$ cat src/rtl/regfile_pkg.sv
// Shared defaults and types for the parametrised register file.
package regfile_pkg;

  localparam int unsigned REGFILE_DATA_W = 16;
  localparam int unsigned REGFILE_DEPTH  = 16;
  localparam int unsigned REGFILE_NUM_RD = 2;
  localparam int unsigned REGFILE_AW     = $clog2(REGFILE_DEPTH);

  typedef logic [REGFILE_AW-1:0]     reg_addr_t;
  typedef logic [REGFILE_DATA_W-1:0] reg_data_t;

endpackage

$ cat src/rtl/regfile_if.sv
// Register-file bus: decode/writeback side is master, the register file is slave.
interface regfile_if
  import regfile_pkg::*;
#(
  parameter int unsigned DATA_W = REGFILE_DATA_W,
  parameter int unsigned DEPTH  = REGFILE_DEPTH,
  parameter int unsigned NUM_RD = REGFILE_NUM_RD
);
  localparam int unsigned AW = $clog2(DEPTH);

  logic [NUM_RD*AW-1:0]     rd_addr;
  logic [NUM_RD*DATA_W-1:0] rd_data;
  logic [NUM_RD-1:0]        rd_busy;
  logic                     wr_en;
  logic [AW-1:0]            wr_addr;
  logic [DATA_W-1:0]        wr_data;
  logic                     wr_rel;
  logic                     rsv_en;
  logic [AW-1:0]            rsv_addr;
  logic                     rsv_ack;
  logic [DEPTH-1:0]         busy_vec;

  modport master (
    output rd_addr, wr_en, wr_addr, wr_data, wr_rel, rsv_en, rsv_addr,
    input  rd_data, rd_busy, rsv_ack, busy_vec
  );

  modport slave (
    input  rd_addr, wr_en, wr_addr, wr_data, wr_rel, rsv_en, rsv_addr,
    output rd_data, rd_busy, rsv_ack, busy_vec
  );

endinterface

$ cat src/rtl/regfile_scoreboard.sv
// Per-register busy flags with reserve/release arbitration; release is applied before reserve.
module regfile_scoreboard #(
  parameter int unsigned DEPTH    = 16,
  parameter int unsigned ZERO_REG = 1,
  localparam int unsigned AW      = $clog2(DEPTH)
) (
  input  logic             clk,
  input  logic             rst,
  input  logic             wr_en_i,
  input  logic             wr_rel_i,
  input  logic [AW-1:0]    wr_addr_i,
  input  logic             rsv_en_i,
  input  logic [AW-1:0]    rsv_addr_i,
  output logic             rsv_ack_o,
  output logic [DEPTH-1:0] busy_o
);

  logic [DEPTH-1:0] busy_q, busy_d;
  logic             rel, rel_hit, rsv_zero;

  assign rel      = wr_en_i & wr_rel_i;
  assign rel_hit  = rel && (wr_addr_i == rsv_addr_i);
  assign rsv_zero = (ZERO_REG != 0) && (rsv_addr_i == '0);

  // A same-cycle release frees the register before the reserve is judged.
  assign rsv_ack_o = ~rst & rsv_en_i & ~rsv_zero & (~busy_q[rsv_addr_i] | rel_hit);

  always_comb begin
    busy_d = busy_q;
    if (rel) busy_d[wr_addr_i] = 1'b0;
    if (rsv_ack_o) busy_d[rsv_addr_i] = 1'b1;
    if (ZERO_REG != 0) busy_d[0] = 1'b0;
  end

  always_ff @(posedge clk or posedge rst) begin
    if (rst) busy_q <= '0;
    else     busy_q <= busy_d;
  end

  assign busy_o = busy_q;

endmodule

$ cat src/rtl/regfile_param.sv
// Parametrised multi-port register file with busy scoreboard.
// Define REGFILE_BYPASS_EN to forward a same-cycle write (data and release) to matching reads.
module regfile_param
  import regfile_pkg::*;
#(
  parameter int unsigned DATA_W   = REGFILE_DATA_W,
  parameter int unsigned DEPTH    = REGFILE_DEPTH,
  parameter int unsigned NUM_RD   = REGFILE_NUM_RD,
  parameter int unsigned ZERO_REG = 1
) (
  input logic       clk,
  input logic       rst,
  regfile_if.slave  bus
);

  localparam int unsigned AW = $clog2(DEPTH);

  logic [DATA_W-1:0] mem_q [DEPTH];
  logic [DEPTH-1:0]  busy;
  logic              wr_take;

  assign wr_take = bus.wr_en & ~((ZERO_REG != 0) && (bus.wr_addr == '0));

  always_ff @(posedge clk or posedge rst) begin
    if (rst) begin
      for (int unsigned i = 0; i < DEPTH; i++) mem_q[i] <= '0;
    end else if (wr_take) begin
      mem_q[bus.wr_addr] <= bus.wr_data;
    end
  end

  regfile_scoreboard #(
    .DEPTH    (DEPTH),
    .ZERO_REG (ZERO_REG)
  ) u_scoreboard (
    .clk        (clk),
    .rst        (rst),
    .wr_en_i    (bus.wr_en),
    .wr_rel_i   (bus.wr_rel),
    .wr_addr_i  (bus.wr_addr),
    .rsv_en_i   (bus.rsv_en),
    .rsv_addr_i (bus.rsv_addr),
    .rsv_ack_o  (bus.rsv_ack),
    .busy_o     (busy)
  );

  assign bus.busy_vec = busy;

  for (genvar p = 0; p < NUM_RD; p++) begin : g_rd
    logic [AW-1:0]     addr;
    logic              hit, rd_zero, bsy;
    logic [DATA_W-1:0] data;

    assign addr    = bus.rd_addr[p*AW +: AW];
    assign rd_zero = (ZERO_REG != 0) && (addr == '0);
`ifdef REGFILE_BYPASS_EN
    assign hit = wr_take && (bus.wr_addr == addr);
`else
    assign hit = 1'b0;
`endif

    // Outputs are forced to zero while reset is held, independent of the clock.
    always_comb begin
      data = mem_q[addr];
      bsy  = busy[addr];
      if (hit) begin
        data = bus.wr_data;
        bsy  = bsy & ~bus.wr_rel;
      end
      if (rst || rd_zero) data = '0;
      if (rst) bsy = 1'b0;
    end

    assign bus.rd_data[p*DATA_W +: DATA_W] = data;
    assign bus.rd_busy[p]                  = bsy;
  end

endmodule

$ cat src/flat_wrapper.sv
// flat-port wrapper written by rule: the top's interface ports become plain ports
module regfile_param_flat import regfile_pkg::*;
#(
  parameter int unsigned DATA_W   = REGFILE_DATA_W,
  parameter int unsigned DEPTH    = REGFILE_DEPTH,
  parameter int unsigned NUM_RD   = REGFILE_NUM_RD,
  parameter int unsigned ZERO_REG = 1
)
  (clk, rst, bus_rd_addr, bus_wr_en, bus_wr_addr, bus_wr_data, bus_wr_rel, bus_rsv_en, bus_rsv_addr, bus_rd_data, bus_rd_busy, bus_rsv_ack, bus_busy_vec);
  regfile_if #(.DATA_W(DATA_W), .DEPTH(DEPTH), .NUM_RD(NUM_RD)) bus_i ();
  input logic clk;
  input logic rst;
  input wire logic [$bits(bus_i.rd_addr)-1:0] bus_rd_addr;
  input wire logic [$bits(bus_i.wr_en)-1:0] bus_wr_en;
  input wire logic [$bits(bus_i.wr_addr)-1:0] bus_wr_addr;
  input wire logic [$bits(bus_i.wr_data)-1:0] bus_wr_data;
  input wire logic [$bits(bus_i.wr_rel)-1:0] bus_wr_rel;
  input wire logic [$bits(bus_i.rsv_en)-1:0] bus_rsv_en;
  input wire logic [$bits(bus_i.rsv_addr)-1:0] bus_rsv_addr;
  output wire logic [$bits(bus_i.rd_data)-1:0] bus_rd_data;
  output wire logic [$bits(bus_i.rd_busy)-1:0] bus_rd_busy;
  output wire logic [$bits(bus_i.rsv_ack)-1:0] bus_rsv_ack;
  output wire logic [$bits(bus_i.busy_vec)-1:0] bus_busy_vec;
  assign bus_i.rd_addr = bus_rd_addr;
  assign bus_i.wr_en = bus_wr_en;
  assign bus_i.wr_addr = bus_wr_addr;
  assign bus_i.wr_data = bus_wr_data;
  assign bus_i.wr_rel = bus_wr_rel;
  assign bus_i.rsv_en = bus_rsv_en;
  assign bus_i.rsv_addr = bus_rsv_addr;
  assign bus_rd_data = bus_i.rd_data;
  assign bus_rd_busy = bus_i.rd_busy;
  assign bus_rsv_ack = bus_i.rsv_ack;
  assign bus_busy_vec = bus_i.busy_vec;
  regfile_param #(.DATA_W(DATA_W), .DEPTH(DEPTH), .NUM_RD(NUM_RD), .ZERO_REG(ZERO_REG)) u_core (.clk(clk), .rst(rst), .bus(bus_i));
endmodule
$ cat config.mk
export PLATFORM = sky130hd
export DESIGN_NAME = regfile_param_flat
export DESIGN_NICKNAME = d
export VERILOG_FILES = /design/src/rtl/regfile_pkg.sv /design/src/rtl/regfile_if.sv /design/src/rtl/regfile_scoreboard.sv /design/src/rtl/regfile_param.sv /design/src/flat_wrapper.sv
export SDC_FILE = /design/constraint.sdc
export NUM_CORES = 1
export LEC_CHECK = 0
export ABC_AREA = 0
export CAP_MARGIN = 30
export CORE_MARGIN = 4
export CORE_UTILIZATION = 55
export DETAILED_ROUTE_END_ITERATION = 8
export DONT_BUFFER_PORTS = 1
export PLACE_DENSITY = 0.73
export SYNTH_ARGS = -nofsm -noshare
export SYNTH_HDL_FRONTEND = slang
export SYNTH_SLANG_ARGS = --single-unit
$ cat constraint.sdc
create_clock -name clk -period 8.94 [get_ports clk]
set_input_delay 0.447 -clock clk [delete_from_list [all_inputs] [get_ports clk]]
set_output_delay 0.447 -clock clk [all_outputs]
set_load 0.01 [all_outputs]
; ---- Word level (Yosys, flattened, before mapping)
; Index checks and enable logic that the tools add are counted.
[totals]
regBits = 271
latchBits = 0
ram_bits = 0
romBits = 0
in_bits = 37
out_inout_bits = 51
word_cells = 79
mem_count = 0
[op_classes]
add_sub_neg = 0
mul = 0
n_div = 0
order_cmp = 10
eq_ne = 1
shift = 0
n_mux = 25
bitwise_logic = 16
n_reduce_logical = 10
[op_table]
columns = op, count
row1 = 256-bit bitwise mux, 1
row2 = 16-bit 2-to-1 mux, 9
row3 = 16-bit binary-select mux with 4-bit select, 2
row4 = 16-bit demux with 4-bit select, 1
row5 = "4-bit by 5-bit < comparator with 1-bit output, second input constant", 4
row6 = 16-bit AND, 1
row7 = 4-bit logical NOT, 4
row8 = 16-bit inverter, 1
row9 = 16-bit bitwise OR, 1
row10 = "5-bit >= comparator, second input constant", 3
row11 = 4-bit inverter with 5-bit output, 3
row12 = 1-bit binary-select mux with 4-bit select, 3
row13 = 1-bit demux with 4-bit select, 2
row14 = "4-bit by 1-bit >= comparator with 1-bit output, second input constant", 2
row15 = 1-bit 2-to-1 mux, 7
row16 = 1-bit AND, 5
row17 = "5-bit by 1-bit < comparator with 1-bit output, second input constant", 1
row18 = 4-bit equality test, 1
row19 = 1-bit logical AND, 4
row20 = 1-bit inverter, 4
row21 = 1-bit logical OR, 2
row22 = 1-bit bitwise OR, 1

; ---- Logic depth before layout (Yosys ltp)
; Gate-level depths: netlist of run 1.
[logic_depth]
ltp_word = 9
ltp_mapped = 8
mapped_depth_nobuf = 4

; ---- Modules after synthesis
; From an unflattened synthesis of run 1, not the netlist that was laid out.
[hier_totals]
cells_unflattened = 967
area_unflattened_um2 = 14512.7
[modules_own_cells]
columns = module, n_inst, cells_per_inst, area_per_inst_um2, seq_area_each_um2
row1 = regfile_param, 1, 874, 13521.7, 6005.8
row2 = regfile_scoreboard, 1, 93, 991.0, 375.4

; ---- Least setup slack after synthesis of run 1
; Ideal clock, no wire load.
[synth_path]
path_kind = input to output
startpoint = input rst
endpoint = output bus_rd_data[10]
t_arrival_ps = 7727
required_time_ps = 8493
slack_ps = 766
stages = 4
path_cell_list = inv_1 > nand2_1 > clkbuf_1 > o22ai_1
[synth_via]
elab_chain_cells = 2
[synth_rtl]
columns = item, line_no
row1 = from (decl), flat_wrapper.sv:12  ; input logic rst;
row2 = 1-bit logical OR, regfile_param.sv:70  ; if (rst || rd_zero) data = '0;
row3 = 16-bit 2-to-1 mux, regfile_param.sv:70
row4 = to (decl), flat_wrapper.sv:20  ; output wire logic [$bits(bus_i.rd_data)-1:0] bus_rd_data;
; No other way between the ends.

; ---- Worst setup path after layout of run 1
[layout_path]
startpoint = input rst
endpoint = output bus_rd_data[31]
; Same word-level chain as after synthesis.

==> flow_metrics.env, run 1 <==
export IMPL_status="complete, no violations"
export IMPL_yosys_register_bits=271
export IMPL_die_h_um=173
export IMPL_worstHoldStart="bus_wr_data[1]"
export IMPL_routed_via_density=6.89
export IMPL_yosysTopAreaCellShare_pct=45.1
export IMPL_synth_cell_types=45
export IMPL_drc=0
export IMPL_io_buffers=0
export IMPL_cts_sinks=271
export IMPL_yosysWarnings=0
export IMPL_endpoint_kind="primary output"
export IMPL_regToRegStartpoint="u_core.u_scoreboard.busy_o[10]"
export IMPL_slew_violations=0
export IMPL_antenna_found_initial=1
export IMPL_die_area_mm2=0.0301
export IMPL_first_global_vias=9165
export IMPL_fp_dieW_um=173
export IMPL_worstSetupStartpoint="rst"
export IMPL_io_pins=88
export IMPL_cts_tree="yes"
export IMPL_finalCritPeriodShare_pct=37.2
export IMPL_place_congestion=0.893
export IMPL_synth_nets=1017
export IMPL_cp_top_family="buffers and inverters"
export IMPL_hp_class="primary input to register"
export IMPL_postCtsResizedCells=0
export IMPL_start_util_pct=55.8
export IMPL_hold_viol=0
export IMPL_async_flop_share_pct=100
export IMPL_final_nets=955
export IMPL_num_vias=8834
export IMPL_crit_type="primary input to primary output"
export IMPL_antenna_left=0
export IMPL_power_switching_mw=1.04
export IMPL_cpPeakStageDelay_ns=0.70
export IMPL_path_max_fanout=100
export IMPL_grt_setup_unrepaired="no"
export IMPL_synthTopCellsByArea="dfrtp_1 (45%), mux4_2 (21%), mux2_2 (15%)"
export IMPL_ir_worst_vdd_v=0.000142
export IMPL_gr_total_overflow=0
export IMPL_skew_ns=0.00886
export IMPL_core_area_mm2=0.0270
export IMPL_cp_slowest_cell="nand2_1"
export IMPL_cts_hold_buf=6
export IMPL_finalSetupTns_ns=0
export IMPL_synth_most_common_cell="dfrtp_1"
export IMPL_synthTopCellsByCount="dfrtp_1 (271), mux2_2 (204), mux4_2 (139)"
export IMPL_p_int_mw=2.78
export IMPL_slew_headroom_pct=43.5
export IMPL_start_kind="primary input"
export IMPL_yosysSeqAreaShare_pct=45.1
export IMPL_hpwl_mm=23.2
export IMPL_p_leak_nw=6.72
export IMPL_cts_root_buffer_cell="clkbuf_16"
export IMPL_finalSetupViolCount=0
export IMPL_synth_edf_count=0
export IMPL_drt_iter0_drc=741
export IMPL_arrival_ns=2.88
export IMPL_crit_chain="dlygate4sd3_1 > inv_8 > nand2_1 > o22ai_1"
export IMPL_final_layout_size_suffix_gt1_share_pct=48.9
export IMPL_wl_per_cell_um=29.8
export IMPL_cts_buffer_depth=3
export IMPL_grt_pass1_wl_mm=58.4
export IMPL_clkTransAtPathRegs_ns=0.06
export IMPL_synth_area_mm2=0.0150
export IMPL_routed_wl_mm=38.2
export IMPL_syn_to_final_growth_pct=6.64
export IMPL_power_mw=3.82
export IMPL_avgSynthCellArea_um2=15.4
export IMPL_clock_power_share_pct=33.7
export IMPL_max_freq_mhz=301
export IMPL_nFillCells=2020
export IMPL_swShare_pct=27.3
export IMPL_post_cts_setup_buffer_count=0
export IMPL_synth_largest_area_cell="dfrtp_1"
export IMPL_cp_data_required_time_ns=8.49
export IMPL_maxCapViolCount=0
export IMPL_combPwrFrac_pct=21.2
export IMPL_critPathBufInv=2
export IMPL_p_per_area_mw_per_mm2=238
export IMPL_ys_flop_type="dfrtp_1"
export IMPL_cts_buffers=30
export IMPL_grt_max_degree=101
export IMPL_rows=60
export IMPL_grt_total_usage_pct=25.3
export IMPL_seqPwrFrac_pct=45.0
export IMPL_layout_min_cycle_time_ns=3.32
export IMPL_firstDrtPassIters=7
export IMPL_netlist_instances=980
export IMPL_insertion_delay_ns=0.56
export IMPL_worstMarginPinSlew_ns=0.846
export IMPL_htree_levels=1
export IMPL_num_antenna_cells=0
[stage by stage]
step	setup slack, ns	hold slack (ns)	util (%)	instance area, um^2	std cells
after CTS	5.61	0.00738	59.5	16000	1283
after global routing	5.45	0.00810	59.5	16000	1283
final	5.62	0.0222	59.5	16000	1283
after global placement	6.36	0.377	55.4	14900	1221
after detailed placement	6.30	0.384	55.4	14900	1221
after floorplan	0.766	0.441	-	15000	980
[state kept, by name (all words and copies together), names as in the netlist]
signal and flops:
u_core.u_scoreboard.busy_o 15, u_core.mem_q 256
[worst reg2reg max path: cells and delay by family, from the launching register on]
kind                   cells  cell delay (ns)
AOI/OAI and AO/OA          3             0.78
buffers and inverters      1             0.58
DFF                        1             0.52
muxes                      1             0.17
[path summary, 6_finish.rpt]
path	slack, ns	depth (start not counted)	to
max	5.62	4	bus_rd_data[31]
min reg2reg	0.40	0	u_core.mem_q[246]
max in group asynchronous	6.46	4	u_core.mem_q[186]
max reg2reg	6.76	5	u_core.u_scoreboard.busy_o[8]
min	0.02	1	u_core.mem_q[225]
min in group asynchronous	0.54	2	u_core.u_scoreboard.busy_o[8]
[logic make-up (layout without fill, tap and decap cells)]
logic type,after synthesis,in the layout,share of synthesized area (%)
buffers and inverters,114,76,4.23
other,1,1,0.0249
AO/OA/AOI/OAI,78,78,3.17
multiplexers,451,451,44.4
flip-flops,271,271,45.1
AND/OR/NAND/NOR,61,61,2.88
XOR/XNOR,4,4,0.233
[final cells by class]
type                    instances  area, um^2  share of cell area (%)
multi-input cells             595        7630                    47.5
flip-flops and latches        271        6780                    42.3
clock buffers                  34         796                    4.96
well taps                     341         427                    2.66
clock inverters                22         248                    1.54
repair buffers                 18         150                   0.936
inverters                       2        15.0                  0.0936
[layout by cell type (no fill, tap or decap), drive strengths merged, types with 3 or more instances in the layout]
master	instances
nor2	11
mux2	240
mux2i	72
a21oi	7
buf	12
clkinvlp	6
nand3b	3
o22ai	32
a21boi	3
dlygate4sd3	6
nand2	13
xor2	4
mux4	139
dfrtp	271
o41ai	5
o31ai	3
nand3	6
bufinv	4
nor3	3
o21ai	24
clkinv	12
clkbuf	34
or3	3
nor2b	4
nand2b	5
or2	4
[metal layers]
metal  up-vias  global-route usage [%]  part of all wire, %
li1       3677                       -                    -
met1      4783                    31.7                   38
met2       307                    42.9                   51
met3        65                    7.81                  8.5
met4         2                    7.42                  2.8
met5         -                       0                0.034
[power groups by stage]
stage / Sequential [mW] / Combinational (mW) / Clock (mW)
4_1_cts: 1.72 / 0.813 / 1.31
2_1_floorplan: 1.66 / 0.721 / 0
5_1_grt: 1.76 / 0.865 / 1.36
3_3_place_gp: 1.71 / 0.791 / 0
6_report: 1.72 / 0.812 / 1.29
3_5_place_dp: 1.73 / 0.806 / 0
No activity file was read; power rests on OpenSTA's default activity.
==> inputs of run 2 (changes only) <==
--- a/config.mk
+++ b/config.mk
@@ -11,7 +11,7 @@
 export CORE_UTILIZATION = 55
 export DETAILED_ROUTE_END_ITERATION = 8
 export DONT_BUFFER_PORTS = 1
-export PLACE_DENSITY = 0.73
+export PLACE_DENSITY = 0.76
 export SYNTH_ARGS = -nofsm -noshare
 export SYNTH_HDL_FRONTEND = slang
 export SYNTH_SLANG_ARGS = --single-unit
==> constraint.sdc (replaced) <==
create_clock -name clk -period 3 [get_ports clk]
set_input_delay 0.15 -clock clk [delete_from_list [all_inputs] [get_ports clk]]
set_output_delay 0.15 -clock clk [all_outputs]
set_load 0.01 [all_outputs]
==> flow_metrics.env, run 2 (synthesized netlist as in run 1, its figures left out) <==
export IMPL_largest_register_ff_count=256
export IMPL_met3_length_mm=2.66
export IMPL_hold_viol=0
export IMPL_grt_total_usage_pct=24.9
export IMPL_grt_setup_unrepaired="no"
export IMPL_cp_data_required_time_ns=2.85
export IMPL_placed_cells=1225
export IMPL_cts_sinks=271
export IMPL_endpoint_kind="primary output"
export IMPL_maxCapViolCount=0
export IMPL_antenna_found_initial=3
export IMPL_core_area_mm2=0.0270
export IMPL_worst_slack_ns=0.684
export IMPL_layout_min_cycle_time_ns=2.32
export IMPL_highest_layer="met5"
export IMPL_crit_type="register to primary output"
export IMPL_io_pins=88
export IMPL_hpwl_mm=22.5
export IMPL_drc=0
export IMPL_mostFrequentLayoutCell="dfrtp_1"
export IMPL_final_cells=1311
export IMPL_first_global_vias=9390
export IMPL_rows=60
export IMPL_postCtsResizedCells=0
export IMPL_die_area_mm2=0.0301
export IMPL_drt_iter0_drc=822
export IMPL_mostFrequentLayoutCells="dfrtp_1 (271), mux2_2 (204), mux4_2 (139)"
export IMPL_cts_buffers=29
export IMPL_placed_cell_area_mm2=0.0150
export IMPL_slew_headroom_pct=39.9
export IMPL_firstDrtPassIters=6
export IMPL_final_nets=983
export IMPL_grt_max_degree=148
export IMPL_start_util_pct=55.8
export IMPL_path_max_fanout=5
export IMPL_cts_buffer_depth=3
export IMPL_cts_hold_buf=31
export IMPL_met1_length_mm=14.9
export IMPL_skew_ns=0.00349
export IMPL_insertion_delay_ns=0.55
export IMPL_cts_root_buffer_cell="clkbuf_16"
export IMPL_p_per_area_mw_per_mm2=686
export IMPL_antenna_left=0
export IMPL_nFillCells=1983
export IMPL_die_h_um=173
export IMPL_reg2regPathDepth=5
export IMPL_whs_ns=0.0441
export IMPL_num_vias=8983
export IMPL_routed_via_density=6.85
export IMPL_wl_per_cell_um=28.5
export IMPL_start_kind="register"
export IMPL_io_buffers=0
export IMPL_fin_util_pct=60.2
export IMPL_final_layout_size_suffix_gt1_share_pct=47.4
export IMPL_routed_wl_mm=37.4
export IMPL_p_leak_nw=6.81
export IMPL_syn_to_final_growth_pct=7.90
export IMPL_status="complete, no violations"
export IMPL_top_register="u_core.mem_q"
export IMPL_clkTransAtPathRegs_ns=0.06
export IMPL_worstMarginPinSlew_ns=0.902
export IMPL_max_freq_mhz=432
export IMPL_gr_total_overflow=0
export IMPL_finalSetupViolCount=0
export IMPL_post_cts_setup_buffer_count=0
export IMPL_ir_worst_vdd_v=0.000349
export IMPL_place_congestion=0.897
export IMPL_cts_tree="yes"
export IMPL_htree_levels=1
export IMPL_hp_class="primary input to register"
export IMPL_stdcell_area_mm2=0.0162
export IMPL_grt_pass1_wl_mm=58.4
export IMPL_pre_cts_ws_ns=1.22
export IMPL_route_met2_wl_mm=18.4
export IMPL_min_path_cells=4
export IMPL_fp_dieW_um=173
export IMPL_arrival_ns=2.17
export IMPL_slew_violations=0
export IMPL_finalCritPeriodShare_pct=77.2
-- run 2: final timing paths --
path                                                      from                             to  slack [ns]
worst max-delay path            u_core.u_scoreboard.busy_o[11]                    bus_rsv_ack        0.68
worst min-delay path                                 bus_wr_en  u_core.u_scoreboard.busy_o[4]        0.04
max in group asynchronous                                  rst               u_core.mem_q[22]        1.25
min in group asynchronous                                  rst  u_core.u_scoreboard.busy_o[1]        0.35
worst max register to register  u_core.u_scoreboard.busy_o[11]  u_core.u_scoreboard.busy_o[2]        0.70
worst min register to register               u_core.mem_q[243]              u_core.mem_q[243]        0.39
-- run 2: report_power, final --
part / internal (mW) / total [mW] / switching, mW
Sequential: 4.47 / 5.15 / 0.679
Clock: 2.05 / 3.51 / 1.46
Combinational: 1.59 / 2.47 / 0.882
-- run 2: stage by stage --
stage / total power, mW / TNS [ns]
after detailed placement: 7.56 / 0
after floorplan: 7.10 / -284.71
after CTS: 11.2 / 0
after global placement: 7.41 / 0
final: 11.1 / 0
after global routing: 11.6 / 0
-- run 2: worst max-delay path, cell delays in order, from the launching register on --
cell,delay [ns]
dfrtp_1,0.51
mux2i_1,0.16
mux4_2,0.53
a22oi_1,0.22
o21ai_0,0.19
-- run 2: cell type report --
class	instances	area, um^2	area share, %
repair buffers	47	443	2.73
diodes	3	7.51	0.0462
multi-input cells	595	7630	47.0
clock inverters	11	86.3	0.532
inverters	2	11.3	0.0694
flip-flops and latches	271	6780	41.8
well taps	341	427	2.63
clock buffers	41	851	5.24
-- run 2: layer usage --
layer / up-vias / track usage [%]
li1: 3739 / -
met1: 4782 / 33.7
met2: 366 / 40.9
met3: 94 / 4.78
met4: 2 / 8.71
met5: - / 0
==> inputs of run 3 (changes only) <==
--- a/config.mk
+++ b/config.mk
@@ -11,7 +11,7 @@
 export CORE_UTILIZATION = 55
 export DETAILED_ROUTE_END_ITERATION = 8
 export DONT_BUFFER_PORTS = 1
-export PLACE_DENSITY = 0.76
+export PLACE_DENSITY = 0.73
 export SYNTH_ARGS = -nofsm -noshare
 export SYNTH_HDL_FRONTEND = slang
 export SYNTH_SLANG_ARGS = --single-unit
==> constraint.sdc (replaced) <==
create_clock -name clk -period 2.35 [get_ports clk]
set_input_delay 0.1175 -clock clk [delete_from_list [all_inputs] [get_ports clk]]
set_output_delay 0.1175 -clock clk [all_outputs]
set_load 0.01 [all_outputs]
==> flow_metrics.env, run 3 (synthesized netlist as in run 1, its figures left out) <==
export IMPL_hp_class="primary input to register"
export IMPL_cts_sinks=271
export IMPL_cp_data_required_time_ns=2.23
export IMPL_placed_cell_area_mm2=0.0151
export IMPL_start_kind="register"
export IMPL_post_cts_setup_buffer_count=0
export IMPL_drt_iter0_drc=922
export IMPL_io_buffers=0
export IMPL_cts_buffer_depth=3
export IMPL_p_leak_nw=6.94
export IMPL_start_util_pct=55.8
export IMPL_hpwl_mm=23.1
export IMPL_endpoint_kind="primary output"
export IMPL_worstMarginPinSlew_ns=0.896
export IMPL_arrival_ns=2.24
export IMPL_syn_to_final_growth_pct=9.69
export IMPL_min_to="u_core.mem_q[78]"
export IMPL_finalSetupViolCount=1
export IMPL_rows=60
export IMPL_gr_total_overflow=0
export IMPL_fp_dieW_um=173
export IMPL_final_cells=1320
export IMPL_htree_levels=1
export IMPL_hold_viol=0
export IMPL_violations="setup timing"
export IMPL_place_congestion=0.919
export IMPL_cts_tree="yes"
export IMPL_stdcell_area_mm2=0.0165
export IMPL_slew_violations=0
export IMPL_mostFrequentLayoutCell="dfrtp_1"
export IMPL_r2r_slack_ns=0.13
export IMPL_nFillCells=1978
export IMPL_grt_total_usage_pct=25.2
export IMPL_largest_register_ff_count=256
export IMPL_skew_ns=0.000743
export IMPL_routed_via_density=6.81
export IMPL_reg2regPathDepth=5
export IMPL_cpPeakStageDelay_ns=0.49
export IMPL_worstHoldStart="bus_wr_addr[1]"
export IMPL_cts_buffers=30
export IMPL_grt_max_degree=159
export IMPL_final_layout_size_suffix_gt1_share_pct=48.1
export IMPL_insertion_delay_ns=0.55
export IMPL_drc=0
export IMPL_cp_slowest_cell="mux4_2"
export IMPL_status="finished, violations left"
export IMPL_cts_root_buffer_cell="clkbuf_16"
export IMPL_routed_wl_mm=38.0
export IMPL_finalCritPeriodShare_pct=100
export IMPL_placed_cells=1233
export IMPL_io_pins=88
export IMPL_die_h_um=173
export IMPL_max_freq_mhz=425
export IMPL_grt_setup_unrepaired="no"
export IMPL_min_path_cells=3
export IMPL_slew_headroom_pct=40.2
export IMPL_layout_min_cycle_time_ns=2.35
export IMPL_whs_ns=0.0164
export IMPL_path_max_fanout=3
export IMPL_num_vias=8995
export IMPL_p_per_area_mw_per_mm2=909
export IMPL_maxCapViolCount=0
export IMPL_wl_per_cell_um=28.8
export IMPL_regToRegStartpoint="u_core.u_scoreboard.busy_o[9]"
export IMPL_die_area_mm2=0.0301
export IMPL_core_area_mm2=0.0270
export IMPL_ir_worst_vdd_v=0.000593
export IMPL_pre_cts_ws_ns=0.658
export IMPL_top_register="u_core.mem_q"
export IMPL_final_nets=992
export IMPL_first_global_vias=9265
export IMPL_clkTransAtPathRegs_ns=0.06
export IMPL_grt_pass1_wl_mm=58.7
export IMPL_reg2reg_to="u_core.u_scoreboard.busy_o[1]"
export IMPL_worst_slack_ns=-0.00300
export IMPL_antenna_left=0
export IMPL_crit_chain="mux4_2 > mux2i_1 > o22ai_1 > buf_4"
export IMPL_firstDrtPassIters=5
export IMPL_crit_type="register to primary output"
export IMPL_antenna_found_initial=4
export IMPL_mostFrequentLayoutCells="dfrtp_1 (271), mux2_2 (204), mux4_2 (139)"
[run 3: timing repair]
action | in CTS | in global routing
hold buffers | 31 | 0
endpoints found under the hold margin | 526 | 0
resized for setup | 0 | 0
[run 3: through the flow]
step                      util, %  total power, mW  setup TNS (ns)
final                        61.2             15.0        -0.00300
after global routing         61.2             15.7               0
after CTS                    61.2             15.1               0
after detailed placement     55.9             9.70               0
after global placement       55.9             9.55               0
after floorplan                 -             9.07         -471.94
[run 3: power by group]
group / switching [mW] / internal [mW] / leakage, nW
Combinational: 1.18 / 2.04 / 3.03
Clock: 1.89 / 3.33 / 0.551
Sequential: 0.858 / 5.70 / 3.36
Total: 3.92 / 11.1 / 6.94
[run 3: critical path, delay by kind of cell (launching register included)]
kind	cells	cell delay (ns)
AOI/OAI and AO/OA	1	0.18
buffers and inverters	1	0.18
DFF	1	0.39
muxes	2	0.94
[run 3: routing by layer]
metal	vias up	wire length (um)	GRT usage (%)
li1	3741	-	-
met1	4802	15000	34.7
met2	351	18600	40.6
met3	97	2760	4.67
met4	4	1640	9.08
met5	-	27	0
[run 3: worst max path at each step]
| stage | slack (ns) | from | to |
|---|---|---|---|
| finish | -0.003 | u_core.mem_q[37] | bus_rd_data[21] |
| detailed placement | 0.66 | u_core.mem_q[37] | bus_rd_data[21] |
| CTS | 0.07 | u_core.mem_q[37] | bus_rd_data[21] |
| global route | 0.01 | u_core.mem_q[37] | bus_rd_data[21] |
| global placement | 0.65 | u_core.mem_q[37] | bus_rd_data[21] |
| floorplan | -2.97 | rst | bus_rd_data[10] |
[run 3: layout make-up]
type	count	area (um^2)	area share [%]
sequential	271	6780	41.1
antenna	1	2.50	0.0152
clock inverter	12	215	1.30
inverter	2	11.3	0.0682
multi-input combinational	595	7630	46.2
clock buffer	43	911	5.52
tap	341	427	2.59
timing repair buffer	55	528	3.20
